### config.mk
export PLATFORM = sky130hd
export DESIGN_NAME = chimera_clu_pwr_ctrl
export DESIGN_NICKNAME = d
export VERILOG_FILES = /design/src/rtl/chimera_pkg.sv /design/src/rtl/chimera_clu_pwr_fsm.sv /design/src/rtl/chimera_clu_pwr_ctrl.sv
export SDC_FILE = /design/constraint.sdc
export NUM_CORES = 1
export LEC_CHECK = 0
export ABC_AREA = 1
export BUFFER_PORTS_ARGS = -buffer_cell sky130_fd_sc_hd__buf_2
export CELL_PAD_IN_SITES_DETAIL_PLACEMENT = 1
export CELL_PAD_IN_SITES_GLOBAL_PLACEMENT = 1
export CORE_MARGIN = 4
export CORE_UTILIZATION = 42
export DETAILED_ROUTE_END_ITERATION = 12
export PLACE_DENSITY_LB_ADDON = 0.12
export RECOVER_POWER = 50
export SYNTH_ARGS = -nofsm -noshare
export SYNTH_HDL_FRONTEND = slang
export SYNTH_HIERARCHICAL = 1
export SYNTH_SLANG_ARGS = --single-unit
### constraint.sdc
create_clock -name soc_clk_i -period 1.9 [get_ports soc_clk_i]
set_clock_uncertainty 0.2 [all_clocks]
set_input_delay 0.19 -clock soc_clk_i [delete_from_list [all_inputs] [get_ports soc_clk_i]]
set_output_delay 0.19 -clock soc_clk_i [all_outputs]
set_load 0.02 [all_outputs]
### src/rtl/chimera_pkg.sv
// Shared types and defaults for the Chimera cluster power sequencer.
// Holds the per-cluster state enum, output bundle and state decoder.
package chimera_pkg;

  localparam int unsigned ExtClusters      = 5;
  localparam int unsigned DefSettleCycles  = 4;
  localparam int unsigned DefRstCycles     = 8;
  localparam int unsigned DefTimeoutCycles = 1024;

  typedef enum logic [2:0] {
    CLU_OFF,
    CLU_CLK_ON,
    CLU_RST_REL,
    CLU_DEISO,
    CLU_ACTIVE,
    CLU_ISO,
    CLU_RST_ON,
    CLU_CLK_OFF
  } clu_pwr_state_e;

  typedef struct packed {
    logic clk_en;
    logic rst_n;
    logic isolate;
    logic active;
    logic busy;
  } clu_pwr_out_t;

  function automatic int unsigned clu_max(int unsigned a, int unsigned b);
    return (a > b) ? a : b;
  endfunction

  // Output levels seen by the cluster while the FSM sits in state s.
  function automatic clu_pwr_out_t clu_pwr_decode(clu_pwr_state_e s);
    clu_pwr_out_t o;
    o = '{clk_en: 1'b0, rst_n: 1'b0, isolate: 1'b1,
          active: 1'b0, busy: 1'b1};
    unique case (s)
      CLU_OFF: o.busy = 1'b0;
      CLU_CLK_ON: o.clk_en = 1'b1;
      CLU_RST_REL: begin
        o.clk_en = 1'b1;
        o.rst_n  = 1'b1;
      end
      CLU_DEISO: begin
        o.clk_en  = 1'b1;
        o.rst_n   = 1'b1;
        o.isolate = 1'b0;
      end
      CLU_ACTIVE: begin
        o.clk_en  = 1'b1;
        o.rst_n   = 1'b1;
        o.isolate = 1'b0;
        o.active  = 1'b1;
        o.busy    = 1'b0;
      end
      CLU_ISO: begin
        o.clk_en = 1'b1;
        o.rst_n  = 1'b1;
      end
      CLU_RST_ON: o.clk_en = 1'b1;
      CLU_CLK_OFF: begin
      end
    endcase
    return o;
  endfunction

endpackage

### src/rtl/chimera_clu_pwr_fsm.sv
// One cluster's power/reset/isolation sequencer with its own counter.
// Ports: clk/rst, en/bypass/isolated requests in; clock enable, active-low
// reset, isolate, latched bypass, active/busy/timeout status out.
// CHIMERA_CLU_PWR_TIMEOUT_EN adds a handshake timeout in DEISO and ISO.
module chimera_clu_pwr_fsm
  import chimera_pkg::*;
#(
  parameter int unsigned SettleCycles  = DefSettleCycles,
  parameter int unsigned RstCycles     = DefRstCycles,
  parameter int unsigned TimeoutCycles = DefTimeoutCycles
) (
  input  logic clk_i,
  input  logic rst_i,
  input  logic en_i,
  input  logic bypass_i,
  input  logic isolated_i,
  output logic clk_en_o,
  output logic rst_no,
  output logic isolate_o,
  output logic bypass_o,
  output logic active_o,
  output logic busy_o,
  output logic timeout_o
);

`ifdef CHIMERA_CLU_PWR_TIMEOUT_EN
  localparam int unsigned CntMax =
    clu_max(clu_max(SettleCycles, RstCycles), TimeoutCycles);
`else
  localparam int unsigned CntMax = clu_max(SettleCycles, RstCycles);
`endif
  localparam int unsigned CntW = $clog2(CntMax + 1);

  localparam logic [CntW-1:0] SettleLast = CntW'(SettleCycles - 1);
  localparam logic [CntW-1:0] RstLast    = CntW'(RstCycles - 1);

  if (SettleCycles < 1 || RstCycles < 1 || TimeoutCycles < 1) begin : g_bad_cfg
    $error("chimera_clu_pwr_fsm: cycle parameters must be >= 1");
  end

  clu_pwr_state_e  state_q, state_d;
  logic [CntW-1:0] cnt_q, cnt_d;
  logic            bypass_q, bypass_d;
  clu_pwr_out_t    out_q, out_d;
`ifdef CHIMERA_CLU_PWR_TIMEOUT_EN
  localparam logic [CntW-1:0] ToLast = CntW'(TimeoutCycles - 1);
  logic            to_q, to_d;
`endif

  always_comb begin
    state_d  = state_q;
    bypass_d = bypass_q;
    cnt_d    = (cnt_q == '1) ? cnt_q : cnt_q + CntW'(1);
`ifdef CHIMERA_CLU_PWR_TIMEOUT_EN
    to_d     = to_q;
`endif
    unique case (state_q)
      CLU_OFF: begin
        if (en_i) begin
          state_d  = CLU_CLK_ON;
          bypass_d = bypass_i;
        end
      end
      CLU_CLK_ON: begin
        if (cnt_q == SettleLast) state_d = CLU_RST_REL;
      end
      CLU_RST_REL: begin
        if (cnt_q == RstLast) state_d = CLU_DEISO;
      end
      CLU_DEISO: begin
        if (!isolated_i) state_d = CLU_ACTIVE;
`ifdef CHIMERA_CLU_PWR_TIMEOUT_EN
        else if (cnt_q == ToLast) begin
          state_d = CLU_ACTIVE;
          to_d    = 1'b1;
        end
`endif
      end
      CLU_ACTIVE: begin
        if (!en_i) state_d = CLU_ISO;
      end
      CLU_ISO: begin
        if (isolated_i) state_d = CLU_RST_ON;
`ifdef CHIMERA_CLU_PWR_TIMEOUT_EN
        else if (cnt_q == ToLast) begin
          state_d = CLU_RST_ON;
          to_d    = 1'b1;
        end
`endif
      end
      CLU_RST_ON: begin
        if (cnt_q == RstLast) state_d = CLU_CLK_OFF;
      end
      CLU_CLK_OFF: state_d = CLU_OFF;
    endcase
    // Every state counts its own dwell time from zero.
    if (state_d != state_q) cnt_d = '0;
    // Outputs are decoded from the next state so they leave the flops
    // in the same cycle the state does.
    out_d = clu_pwr_decode(state_d);
  end

  always_ff @(posedge clk_i or posedge rst_i) begin
    if (rst_i) begin
      state_q  <= CLU_OFF;
      cnt_q    <= '0;
      bypass_q <= 1'b0;
      out_q    <= clu_pwr_decode(CLU_OFF);
`ifdef CHIMERA_CLU_PWR_TIMEOUT_EN
      to_q     <= 1'b0;
`endif
    end else begin
      state_q  <= state_d;
      cnt_q    <= cnt_d;
      bypass_q <= bypass_d;
      out_q    <= out_d;
`ifdef CHIMERA_CLU_PWR_TIMEOUT_EN
      to_q     <= to_d;
`endif
    end
  end

  assign clk_en_o  = out_q.clk_en;
  assign rst_no    = out_q.rst_n;
  assign isolate_o = out_q.isolate;
  assign active_o  = out_q.active;
  assign busy_o    = out_q.busy;
  assign bypass_o  = bypass_q;
`ifdef CHIMERA_CLU_PWR_TIMEOUT_EN
  assign timeout_o = to_q;
`else
  assign timeout_o = 1'b0;
`endif

endmodule

### src/rtl/chimera_clu_pwr_ctrl.sv
// Per-cluster power/reset sequencer: fans request vectors out to one FSM
// per cluster and gathers clock/reset/isolation/status vectors back.
// Optional macro: CHIMERA_CLU_PWR_TIMEOUT_EN (isolation handshake timeout).
module chimera_clu_pwr_ctrl
  import chimera_pkg::*;
#(
  parameter int unsigned NumClusters   = ExtClusters,
  parameter int unsigned SettleCycles  = DefSettleCycles,
  parameter int unsigned RstCycles     = DefRstCycles,
  parameter int unsigned TimeoutCycles = DefTimeoutCycles
) (
  input  logic                   soc_clk_i,
  input  logic                   rst_i,
  input  logic [NumClusters-1:0] en_i,
  input  logic [NumClusters-1:0] widemem_bypass_i,
  input  logic [NumClusters-1:0] isolated_i,
  output logic [NumClusters-1:0] clu_clk_en_o,
  output logic [NumClusters-1:0] clu_rst_no,
  output logic [NumClusters-1:0] isolate_o,
  output logic [NumClusters-1:0] widemem_bypass_o,
  output logic [NumClusters-1:0] active_o,
  output logic [NumClusters-1:0] busy_o,
  output logic [NumClusters-1:0] timeout_o
);

  for (genvar g = 0; g < NumClusters; g++) begin : g_clu
    chimera_clu_pwr_fsm #(
      .SettleCycles (SettleCycles),
      .RstCycles    (RstCycles),
      .TimeoutCycles(TimeoutCycles)
    ) u_fsm (
      .clk_i     (soc_clk_i),
      .rst_i     (rst_i),
      .en_i      (en_i[g]),
      .bypass_i  (widemem_bypass_i[g]),
      .isolated_i(isolated_i[g]),
      .clk_en_o  (clu_clk_en_o[g]),
      .rst_no    (clu_rst_no[g]),
      .isolate_o (isolate_o[g]),
      .bypass_o  (widemem_bypass_o[g]),
      .active_o  (active_o[g]),
      .busy_o    (busy_o[g]),
      .timeout_o (timeout_o[g])
    );
  end

endmodule

After elaboration in Yosys (flattened, before gate mapping)
Cells that the tools add are included.
{ "word_totals": {"ff_bits": 65, "out_inout_bits": 35, "wordCells": 245, "inputBits": 17} }
{ "classes": {"eq_ne": 90, "n_reduce_logical": 35, "muxes": 75, "add_sub_neg": 5} }
{ "ops": {"columns": ["operator", "n"], "rows": [
  ["3-bit case mux with 8 select lines", 5],
  ["3-bit equality test, second input constant", 35],
  ["3-bit 2-to-1 mux", 35],
  ["3-bit by 2-bit equality test with 1-bit output, second input constant", 20],
  ["4-bit 2-to-1 mux", 10],
  ["3-bit by 1-bit equality test with 1-bit output, second input constant", 10],
  ["3-bit zero test", 10],
  ["6-bit OR reduction", 5],
  ["1-bit 2-to-1 mux", 25],
  ["4-bit by 1-bit adder with 4-bit output, second input constant", 5],
  ["4-bit by 2-bit equality test with 1-bit output, second input constant", 5],
  ["4-bit by 3-bit equality test with 1-bit output, second input constant", 5],
  ["4-bit equality test, second input constant", 5],
  ["2-bit OR reduction", 10],
  ["4-bit OR reduction", 5],
  ["3-bit != test", 5],
  ["2-bit != test, second input constant", 5],
  ["2-bit AND reduction", 5]
]} }

Depth between registers and ports, before layout
Gate-level depths: netlist (run 1).
{ "depth": {"depth_word": 6, "depth_mapped": 10, "mapped_depth_nobuf": 10} }

Modules after synthesis
Netlist (run 1), hierarchy kept.
{ "modules_own_cells": {"columns": ["mod", "instances", "cells_per_inst", "seq_area_each_um2", "area_each_um2"], "rows": [
  ["chimera_clu_pwr_fsm", 5, 88, 326.6, 706.9]
]} }

Worst setup path before layout (run 1)
OpenSTA, ideal clock, no wires.
{ "synth_timing": {"path_kind": "flip-flop to flip-flop", "start": "reg g_clu[0].u_fsm.cnt_q[0]", "end": "reg g_clu[0].u_fsm.cnt_q[2]", "required_ps": 1579, "path_slack_ps": 392, "period_less_slack_ps": 1508, "arrival_time_ps": 1186, "setup_ps": 121, "n_path_buf": 0, "path_stages_with_launch": 9, "path_cell_list": "dfrtp_1 -> ha_1 -> nand3_1 -> nor2_1 -> nor2_4 -> nand3_2 -> nand2_2 -> nand2_2 -> nor2_1"} }
{ "synth_between": {"elab_chain_len": 5, "word_cells_on_any_way": 12, "classes_between": "add/sub (1); eq/ne (5); mux (6)"} }
{ "synth_rtl": {"columns": ["item", "line_no", "rtl"], "rows": [
  ["from (decl)", "chimera_clu_pwr_fsm.sv:42", "logic [CntW-1:0] cnt_q, cnt_d;"],
  ["from (signal assigned)", "chimera_clu_pwr_fsm.sv:114", "cnt_q <= cnt_d;"],
  ["4-bit by 3-bit equality test with 1-bit output / 4-bit by 2-bit equality test with 1-bit output (equally long branches)", "chimera_clu_pwr_fsm.sv:68, chimera_clu_pwr_fsm.sv:92, chimera_clu_pwr_fsm.sv:65", null],
  ["3-bit 2-to-1 mux (on tied branches)", "chimera_clu_pwr_fsm.sv:92, chimera_clu_pwr_fsm.sv:65, chimera_clu_pwr_fsm.sv:68", null],
  ["3-bit case mux with 8 select lines (*)", "chimera_clu_pwr_fsm.sv:57", "unique case (state_q)"],
  ["named net g_clu[0].u_fsm.state_d[0]", "chimera_clu_pwr_fsm.sv:41", "clu_pwr_state_e state_q, state_d;"],
  ["3-bit != test (*)", "chimera_clu_pwr_fsm.sv:97", "if (state_d != state_q) cnt_d = '0;"],
  ["2-bit != test (no source line) / 4-bit 2-to-1 mux (equally long branches)", null, null]
]} }
The timed path passes the listed nets; every way through them passes the cells marked *. The select of a mux whose other input is x is not followed.
A chain may end at the register's enable or synchronous reset.

Final worst setup path (run 1)
{ "layout_timing": {"start": "reg g_clu[4].u_fsm.cnt_q[0]", "end": "reg g_clu[4].u_fsm.cnt_q[2]"} }
{ "layout_between": {"elab_chain_len": 5, "word_cells_on_any_way": 12, "classes_between": "add/sub (1); eq/ne (5); mux (6)"} }
{ "layout_rtl": {"columns": ["item", "line_no"], "rows": [
  ["from (decl)", "chimera_clu_pwr_fsm.sv:42"],
  ["from (signal assigned)", "chimera_clu_pwr_fsm.sv:114"],
  ["4-bit by 3-bit equality test with 1-bit output / 4-bit by 2-bit equality test with 1-bit output (equally long branches)", "chimera_clu_pwr_fsm.sv:68, chimera_clu_pwr_fsm.sv:92, chimera_clu_pwr_fsm.sv:65"],
  ["3-bit 2-to-1 mux (on tied branches)", "chimera_clu_pwr_fsm.sv:92, chimera_clu_pwr_fsm.sv:65, chimera_clu_pwr_fsm.sv:68"],
  ["3-bit case mux with 8 select lines (*)", "chimera_clu_pwr_fsm.sv:57"],
  ["named net g_clu[4].u_fsm.state_d[0]", "chimera_clu_pwr_fsm.sv:41"],
  ["3-bit != test (*)", "chimera_clu_pwr_fsm.sv:97"],
  ["2-bit != test (no source line) / 4-bit 2-to-1 mux (equally long branches)", null]
]} }
Marks and branches as above.

==> results of run 1 <==
[how the worst max path moves through the flow]
stage	startpoint	to	slack, ns	depth (start not counted)
after detailed placement	g_clu[2].u_fsm/cnt_q[0]	g_clu[2].u_fsm/cnt_q[2]	0.14	8
after CTS	g_clu[2].u_fsm/cnt_q[0]	g_clu[2].u_fsm/cnt_q[0]	0.12	8
final	g_clu[4].u_fsm/cnt_q[0]	g_clu[4].u_fsm/cnt_q[2]	0.18	8
after global placement	g_clu[2].u_fsm/cnt_q[0]	g_clu[2].u_fsm/cnt_q[0]	0.23	8
after global routing	g_clu[4].u_fsm/cnt_q[0]	g_clu[4].u_fsm/cnt_q[2]	0.02	9
after floorplan	g_clu[0].u_fsm/cnt_q[0]	g_clu[0].u_fsm/cnt_q[2]	0.39	8
[flip-flops by register name, indices dropped and copies added, names as in the netlist]
register	flops
g_clu.u_fsm/clk_en_o	5
g_clu.u_fsm/busy_o	5
g_clu.u_fsm/state_q	15
g_clu.u_fsm/bypass_o	5
g_clu.u_fsm/rst_no	5
g_clu.u_fsm/active_o	5
g_clu.u_fsm/isolate_o	5
g_clu.u_fsm/cnt_q	20
[kinds of logic after synthesis]
kind of cell    after synthesis  synth area share
flops                        65             0.462
other cells                   5           0.00531
simple gates                270             0.370
buf+inv                      50            0.0584
mux                          10            0.0319
xor+xnor                      5            0.0124
fa+ha+maj                     5            0.0177
compound gates               30            0.0425
[metal layers]
metal  part of all wire  vias to the layer above  global-route usage
met4             0.0050                        0              0.0494
met3              0.039                        2              0.0435
met5                  0                        -                   0
met2               0.52                       42               0.297
met1               0.44                     1448               0.209
li1                   -                     1500                   -
[repair_timing]
action / 4_1_cts / 5_1_grt
hold buffers: 6 / 0
endpoints found under the hold margin: 65 / 0
setup endpoints to repair: 0 / 4
gates resized for setup: 0 / 2
[layout make-up]
cell class | instances | area share
Inverter | 45 | 0.0411
Timing Repair Buffer | 52 | 0.0673
Tap cell | 105 | 0.0320
Sequential cell | 65 | 0.398
Clock inverter | 5 | 0.0134
Multi-Input combinational cell | 325 | 0.414
Clock buffer | 11 | 0.0344
[cells in the mapped netlist, types with 10 or more instances]
cell type / number
nand2_1: 85
nor2_1: 80
dfrtp_1: 60
nand3_1: 35
inv_1: 30
nand2_2: 25
a21oi_1: 15
inv_2: 15
nor2_2: 15
nand4_1: 10
nor2_4: 10
o21ai_0: 10
[metrics by stage]
step	power (mW)	utilization	cell area (um^2)
floorplan	4.94	-	3530
global placement	5.76	0.470	3860
detailed placement	5.87	0.470	3860
CTS	7.12	0.501	4120
global route	7.62	0.500	4110
finish	6.98	0.500	4110
[worst max-delay path: stages, from the launching register on]
cell	delay, ns
dfrtp_1	0.39
ha_1	0.27
nand3_1	0.14
nor2_1	0.20
nor2_4	0.07
nand3_2	0.12
nand2_2	0.06
nand2_2	0.10
nor2_1	0.06
[power breakdown]
group / leakage [nW] / switching, mW / internal (mW)
registers: 0.810 / 0.467 / 1.99
clock network: 0.0953 / 0.531 / 0.638
logic: 1.18 / 2.24 / 1.12
==> run_results.csv, run 1 <==
group,metric,value,unit
synth,synth.area.top_cells,"dfrtp_1, nand2_1, nor2_1",
routing,drtIter0Drc,87,
timing,fmaxAchievable,0.582,GHz
place,port-buffer-count,46,
power_and_ir_drop,p_per_area,1700,nW/um^2
synth,synth_top_cell_by_area,"dfrtp_1",
finish,antenna-diode-count,0,
routing,firstDrtPassIters,4,
synth,post_synth.cell_area_avg,8.03,um^2
clock_network,cts_buffers,9,
finish,finalNonFillerCells,608,
timing,hold_slack,0.0650,ns
synth,synth.yosys.seq_area_share,0.462,
die,start_util,0.430,
finish,share_of_cells_above_drive_strength_1,0.262,
global_route,globalRoute.totalOverflow,0,
routing,route.final.wire_length,8070,um
timing,period_share,0.904,
place,detailed_place_hpwl,6180,um
finish,seqCellArea,1630,um^2
clock_network,clock_slew_at_reported_path_ffs,0.07,ns
critical_path,worstReg2RegStart,"g_clu[4].u_fsm/cnt_q[0]",
clock_network,tritoncts,"built",
timing,tightest_slew,0.526,ns
die,num_io_pins,52,
hold_path,hold_path_startpoint,"en_i[3]",
synth,synth.net_count,462,
synth,netlist_area,3530,um^2
hold_path,worst_hold_stages,3,
finish,multiInputGateArea,1700,um^2
finish,area_delta_synth_final,16.2,%
synth,synth_cell_types,22,
routing,routed_via_density,4.92,
global_route,pin_count_of_the_biggest_net_entering_global_routing,14,
critical_path,reg2reg_setup_slack,0.18,ns
synth,number_of_warnings_issued_by_yosys,6,
timing,final.min_clock_period,1.72,ns
timing,final.setup.tns,0,ns
power_and_ir_drop,static-leakage-power,2.08,nW
timing,report.final.slew_viol_count,0,
critical_path,worst_setup_path_end_kind,"flip-flop",
clock_network,cts_num_sinks,65,
timing,setup_repair_after_global_routing_missed_its_margin,"false",
finish,finish.net_count,520,
status,status,"finished clean",
die,placementRows,33,
die,fp.dieArea,9950,um^2
timing,timing.max_slew.rel_slack,0.649,
finish,layout.cells.most_common_list,"nand2_1, nor2_1, dfrtp_1",
place,placedCellCount,586,
clock_network,cts-root-buf,"clkbuf_8",
place,gp_congestion,0.828,
timing,setup_viol_count_final,0,
synth,ys_async_sr_fraction,1.00,
timing,postLayoutSetupSlackWorst,0.183,ns
global_route,vias_in_the_first_global_route,3064,
power_and_ir_drop,ir_worst_vdd,0.000705,V
routing,final_antenna_net_count,0,
clock_network,htree_levels,3,
die,design.core.area,8220,um^2
finish,fill_cells,1035,
critical_path,critical_r2r_capture,"g_clu[4].u_fsm/cnt_q[2]",
job,maxCapViolCount,0,
critical_path,worst_ep_required_time,1.93,ns
global_route,grt_antenna_before_repair,0,
synth,synth_seq_cells,65,
clock_network,clockBufferDepth,2,
hold_path,hp-class,"primary input to flip-flop",
routing,wire_per_inst,13.3,um
timing,number_of_hold_slack_violations_in_the_final_timing_report,0,
synth,post_synth_inst_count,440,
clock_network,clock_latency,0.34,ns
routing,route.detailed.drc,0,
synth,ys_dominant_reg_cell,"dfrtp_1",
routing,vias,2992,
clock_network,cts.repair_timing.setup_buffer_count,0,
critical_path,crit_path_start_kind,"flip-flop",
global_route,grt.total_usage,0.171,
synth,synth_enable_flop_cells,0,
global_route,wire_length_of_the_first_global_routing_pass,13800,um
critical_path,reg2regPathDepth,8,
die,die-width,99.7,um
place,pre_cts_slack,0.140,ns
finish,most_frequent_standard_cell_in_the_layout_excluding_fill_and_tap_cells,"nand2_1",
hold_path,whs_endpoint,"g_clu[3].u_fsm/busy_o",
critical_path,wp_data_arrival,1.74,ns
die,floorplan.die.height,99.7,um
critical_path,critical_path_peak_fanout,6,
critical_path,type_of_the_setup_path_with_the_least_slack,"flip-flop to flip-flop",
synth,yosysTopAreaCellShare,0.425,
(Power assumes the default switching activity.)
==> run 2: changes to the inputs <==
--- a/config.mk
+++ b/config.mk
@@ -5,16 +5,15 @@
 export SDC_FILE = /design/constraint.sdc
 export NUM_CORES = 1
 export LEC_CHECK = 0
-export ABC_AREA = 1
+export ABC_AREA = 0
 export BUFFER_PORTS_ARGS = -buffer_cell sky130_fd_sc_hd__buf_2
 export CELL_PAD_IN_SITES_DETAIL_PLACEMENT = 1
 export CELL_PAD_IN_SITES_GLOBAL_PLACEMENT = 1
 export CORE_MARGIN = 4
-export CORE_UTILIZATION = 42
+export CORE_UTILIZATION = 44
 export DETAILED_ROUTE_END_ITERATION = 12
 export PLACE_DENSITY_LB_ADDON = 0.12
 export RECOVER_POWER = 50
 export SYNTH_ARGS = -nofsm -noshare
 export SYNTH_HDL_FRONTEND = slang
-export SYNTH_HIERARCHICAL = 1
 export SYNTH_SLANG_ARGS = --single-unit
==> run_results.csv, run 2 <==
group,metric,value,unit
place,port-buffer-count,46,
die,fp.dieArea,9900,um^2
synth,ys_async_sr_fraction,1.00,
routing,routed_via_density,5.43,
synth,synth_seq_cells,65,
critical_path,worstReg2RegStart,"g_clu[0].u_fsm.cnt_q[0]",
die,die-width,99.5,um
global_route,grt_antenna_before_repair,0,
place,placement.cell_area,4060,um^2
critical_path,worst_setup_path_end_kind,"flip-flop",
status,status,"finished clean",
timing,setup_repair_after_global_routing_missed_its_margin,"true",
power_and_ir_drop,static-leakage-power,2.05,nW
die,design.core.area,8180,um^2
clock_network,cts_num_sinks,65,
critical_path,critical_r2r_capture,"g_clu[0].u_fsm.cnt_q[3]",
critical_path,critical_path.endpoint,"g_clu[2].u_fsm.cnt_q[1]",
timing,fmaxAchievable,0.540,GHz
power_and_ir_drop,p_per_area,1690,nW/um^2
die,floorplan.die.height,99.5,um
synth,synth.area.top_cells,"dfrtp_1, buf_4, dfstp_2",
finish,final_design_area_no_fill,4570,um^2
clock_network,cts-root-buf,"clkbuf_8",
place,pre_cts_slack,-0.0466,ns
job,maxCapViolCount,0,
global_route,pin_count_of_the_biggest_net_entering_global_routing,31,
routing,route.final.wire_length,9050,um
finish,share_of_cells_above_drive_strength_1,0.321,
global_route,vias_in_the_first_global_route,3093,
routing,firstDrtPassIters,4,
synth,synth_enable_flop_cells,0,
finish,fill_cells,922,
timing,timing.max_slew.rel_slack,0.563,
synth,synth_cell_types,62,
synth,synth_top_cell_by_area,"dfrtp_1",
finish,finish.net_count,476,
global_route,grt.total_usage,0.185,
clock_network,tritoncts,"built",
clock_network,clockBufferDepth,2,
timing,number_of_hold_slack_violations_in_the_final_timing_report,0,
finish,seqCellArea,1630,um^2
synth,post_synth_inst_count,382,
timing,tightest_slew,0.655,ns
timing,setup_viol_count_final,0,
routing,vias,3059,
finish,biggestRegsByFlops,"g_clu.u_fsm.cnt_q x20, g_clu.u_fsm.state_q x15",
timing,period_share,0.974,
finish,area_delta_synth_final,24.1,%
finish,antenna-diode-count,0,
critical_path,critical_path_peak_fanout,6,
place,gp_congestion,0.800,
critical_path,reg2reg_setup_slack,0.05,ns
critical_path,worst_ep_required_time,1.96,ns
clock_network,htree_levels,3,
critical_path,wp_data_arrival,1.91,ns
synth,synth.yosys.seq_area_share,0.443,
power_and_ir_drop,ir_worst_vdd,0.000708,V
finish,most_frequent_standard_cell_in_the_layout_excluding_fill_and_tap_cells,"dfrtp_1",
routing,wire_per_inst,16.1,um
synth,number_of_warnings_issued_by_yosys,0,
synth,ys_dominant_reg_cell,"dfrtp_1",
critical_path,crit_path_start_kind,"primary input",
global_route,globalRoute.totalOverflow,0,
global_route,wire_length_of_the_first_global_routing_pass,14800,um
routing,route.detailed.drc,0,
finish,largest_register,"g_clu.u_fsm.cnt_q",
clock_network,clock_slew_at_reported_path_ffs,0.08,ns
clock_network,cts_buffers,9,
timing,final.min_clock_period,1.85,ns
die,num_io_pins,52,
clock_network,clock_latency,0.34,ns
synth,netlist_area,3680,um^2
critical_path,type_of_the_setup_path_with_the_least_slack,"primary input to flip-flop",
synth,post_synth.cell_area_avg,9.64,um^2
place,detailed_place_hpwl,6330,um
routing,drtIter0Drc,75,
die,start_util,0.450,
finish,layout.cells.most_common_list,"dfrtp_1, buf_4, buf_2",
synth,netlist_top_cells_count,"dfrtp_1, buf_4, nand2_1, nor2_1, o21ai_0",
finish,multiInputGateArea,1840,um^2
die,placementRows,33,
finish,largest_register_ffs,20,
synth,leading_cell_type_by_number_of_instances_after_synthesis,"dfrtp_1",
critical_path,critical_path_source,"isolated_i[2]",
synth,yosysTopAreaCellShare,0.408,
hold_path,hp-class,"primary input to flip-flop",
timing,postLayoutSetupSlackWorst,0.0497,ns
power_and_ir_drop,total_power,7.71,mW
routing,final_antenna_net_count,0,
critical_path,reg2regPathDepth,5,
timing,report.final.slew_viol_count,0,
==> run 2: cell count changes after synthesis, sizes merged, moves of 11 or more <==
cell | before | now
nand3 | 40 | 14
mux2i | 0 | 12
nand2 | 110 | 28
inv | 45 | 14
nor3 | 0 | 14
nand2b | 0 | 12
clkbuf | 0 | 11
nor2 | 105 | 21
buf | 5 | 41
==> run 2: logic make-up (layout without fill, tap and decap cells) <==
logic type | count (synthesis) | count (layout) | synth area share
fa+ha+maj | 5 | 5 | 0.0170
mux | 22 | 22 | 0.0642
flops | 65 | 65 | 0.443
buf+inv | 66 | 138 | 0.105
compound gates | 82 | 82 | 0.151
other cells | 1 | 5 | 0.00102
simple gates | 133 | 133 | 0.199
xor+xnor | 8 | 8 | 0.0190
==> run 2: metrics by stage <==
step,cells,hold slack [ns],setup TNS (ns),utilization
6_report,563,0.0232,0,0.559
3_5_place_dp,527,-0.0113,-0.116,0.497
4_1_cts,554,0.0138,0,0.539
2_1_floorplan,386,0.0983,0,-
5_1_grt,563,0.0467,-0.728,0.559
3_3_place_gp,527,-0.0123,0,0.497
==> run 2: repair_timing <==
item                                    CTS  global route
setup buffers                             1             9
resized for setup                         7            28
hold buffers                             11             0
cloned                                    0             0
pin swaps                                 4             8
hold endpoints to repair                 71             0
endpoints found under the setup margin    8            25
==> run 2: layout make-up <==
type	instances	area share
Inverter	14	0.0123
Clock inverter	3	0.00876
Clock buffer	12	0.0339
Sequential cell	65	0.358
Multi-Input combinational cell	255	0.403
Tap cell	105	0.0287
Timing Repair Buffer	109	0.156
==> run 2: worst min-delay path by stage <==
stage,startpoint,end,slack [ns],depth (start not counted)
5_1_grt,isolated_i[1],g_clu[1].u_fsm.state_q[2],0.05,3
2_1_floorplan,isolated_i[2],g_clu[2].u_fsm.state_q[2],0.1,1
3_5_place_dp,rst_i,g_clu[3].u_fsm.busy_o,-0.01,2
4_1_cts,isolated_i[1],g_clu[1].u_fsm.state_q[2],0.01,3
6_report,isolated_i[4],g_clu[4].u_fsm.state_q[2],0.02,3
3_3_place_gp,rst_i,g_clu[3].u_fsm.rst_no,-0.01,2
==> run 2: layer usage <==
layer | vias up | track usage | part of all wire
li1 | 1467 | - | -
met1 | 1535 | 0.229 | 0.44
met2 | 46 | 0.318 | 0.51
met3 | 11 | 0.0456 | 0.036
met4 | 0 | 0.0599 | 0.013
met5 | - | 0 | 0
==> run 2: worst max-delay path, stage by stage <==
cell           delay (ns)
dlygate4sd3_1        0.53
buf_2                0.16
mux2_1               0.31
o211a_2              0.31
mux2i_4              0.22
nor3_1               0.18
==> run 2: report_power, final <==
group	switching, mW	internal, mW	total (mW)
Combinational	2.22	1.82	4.04
Clock	0.516	0.667	1.18
Sequential	0.481	2.01	2.49
Total	3.22	4.49	7.71
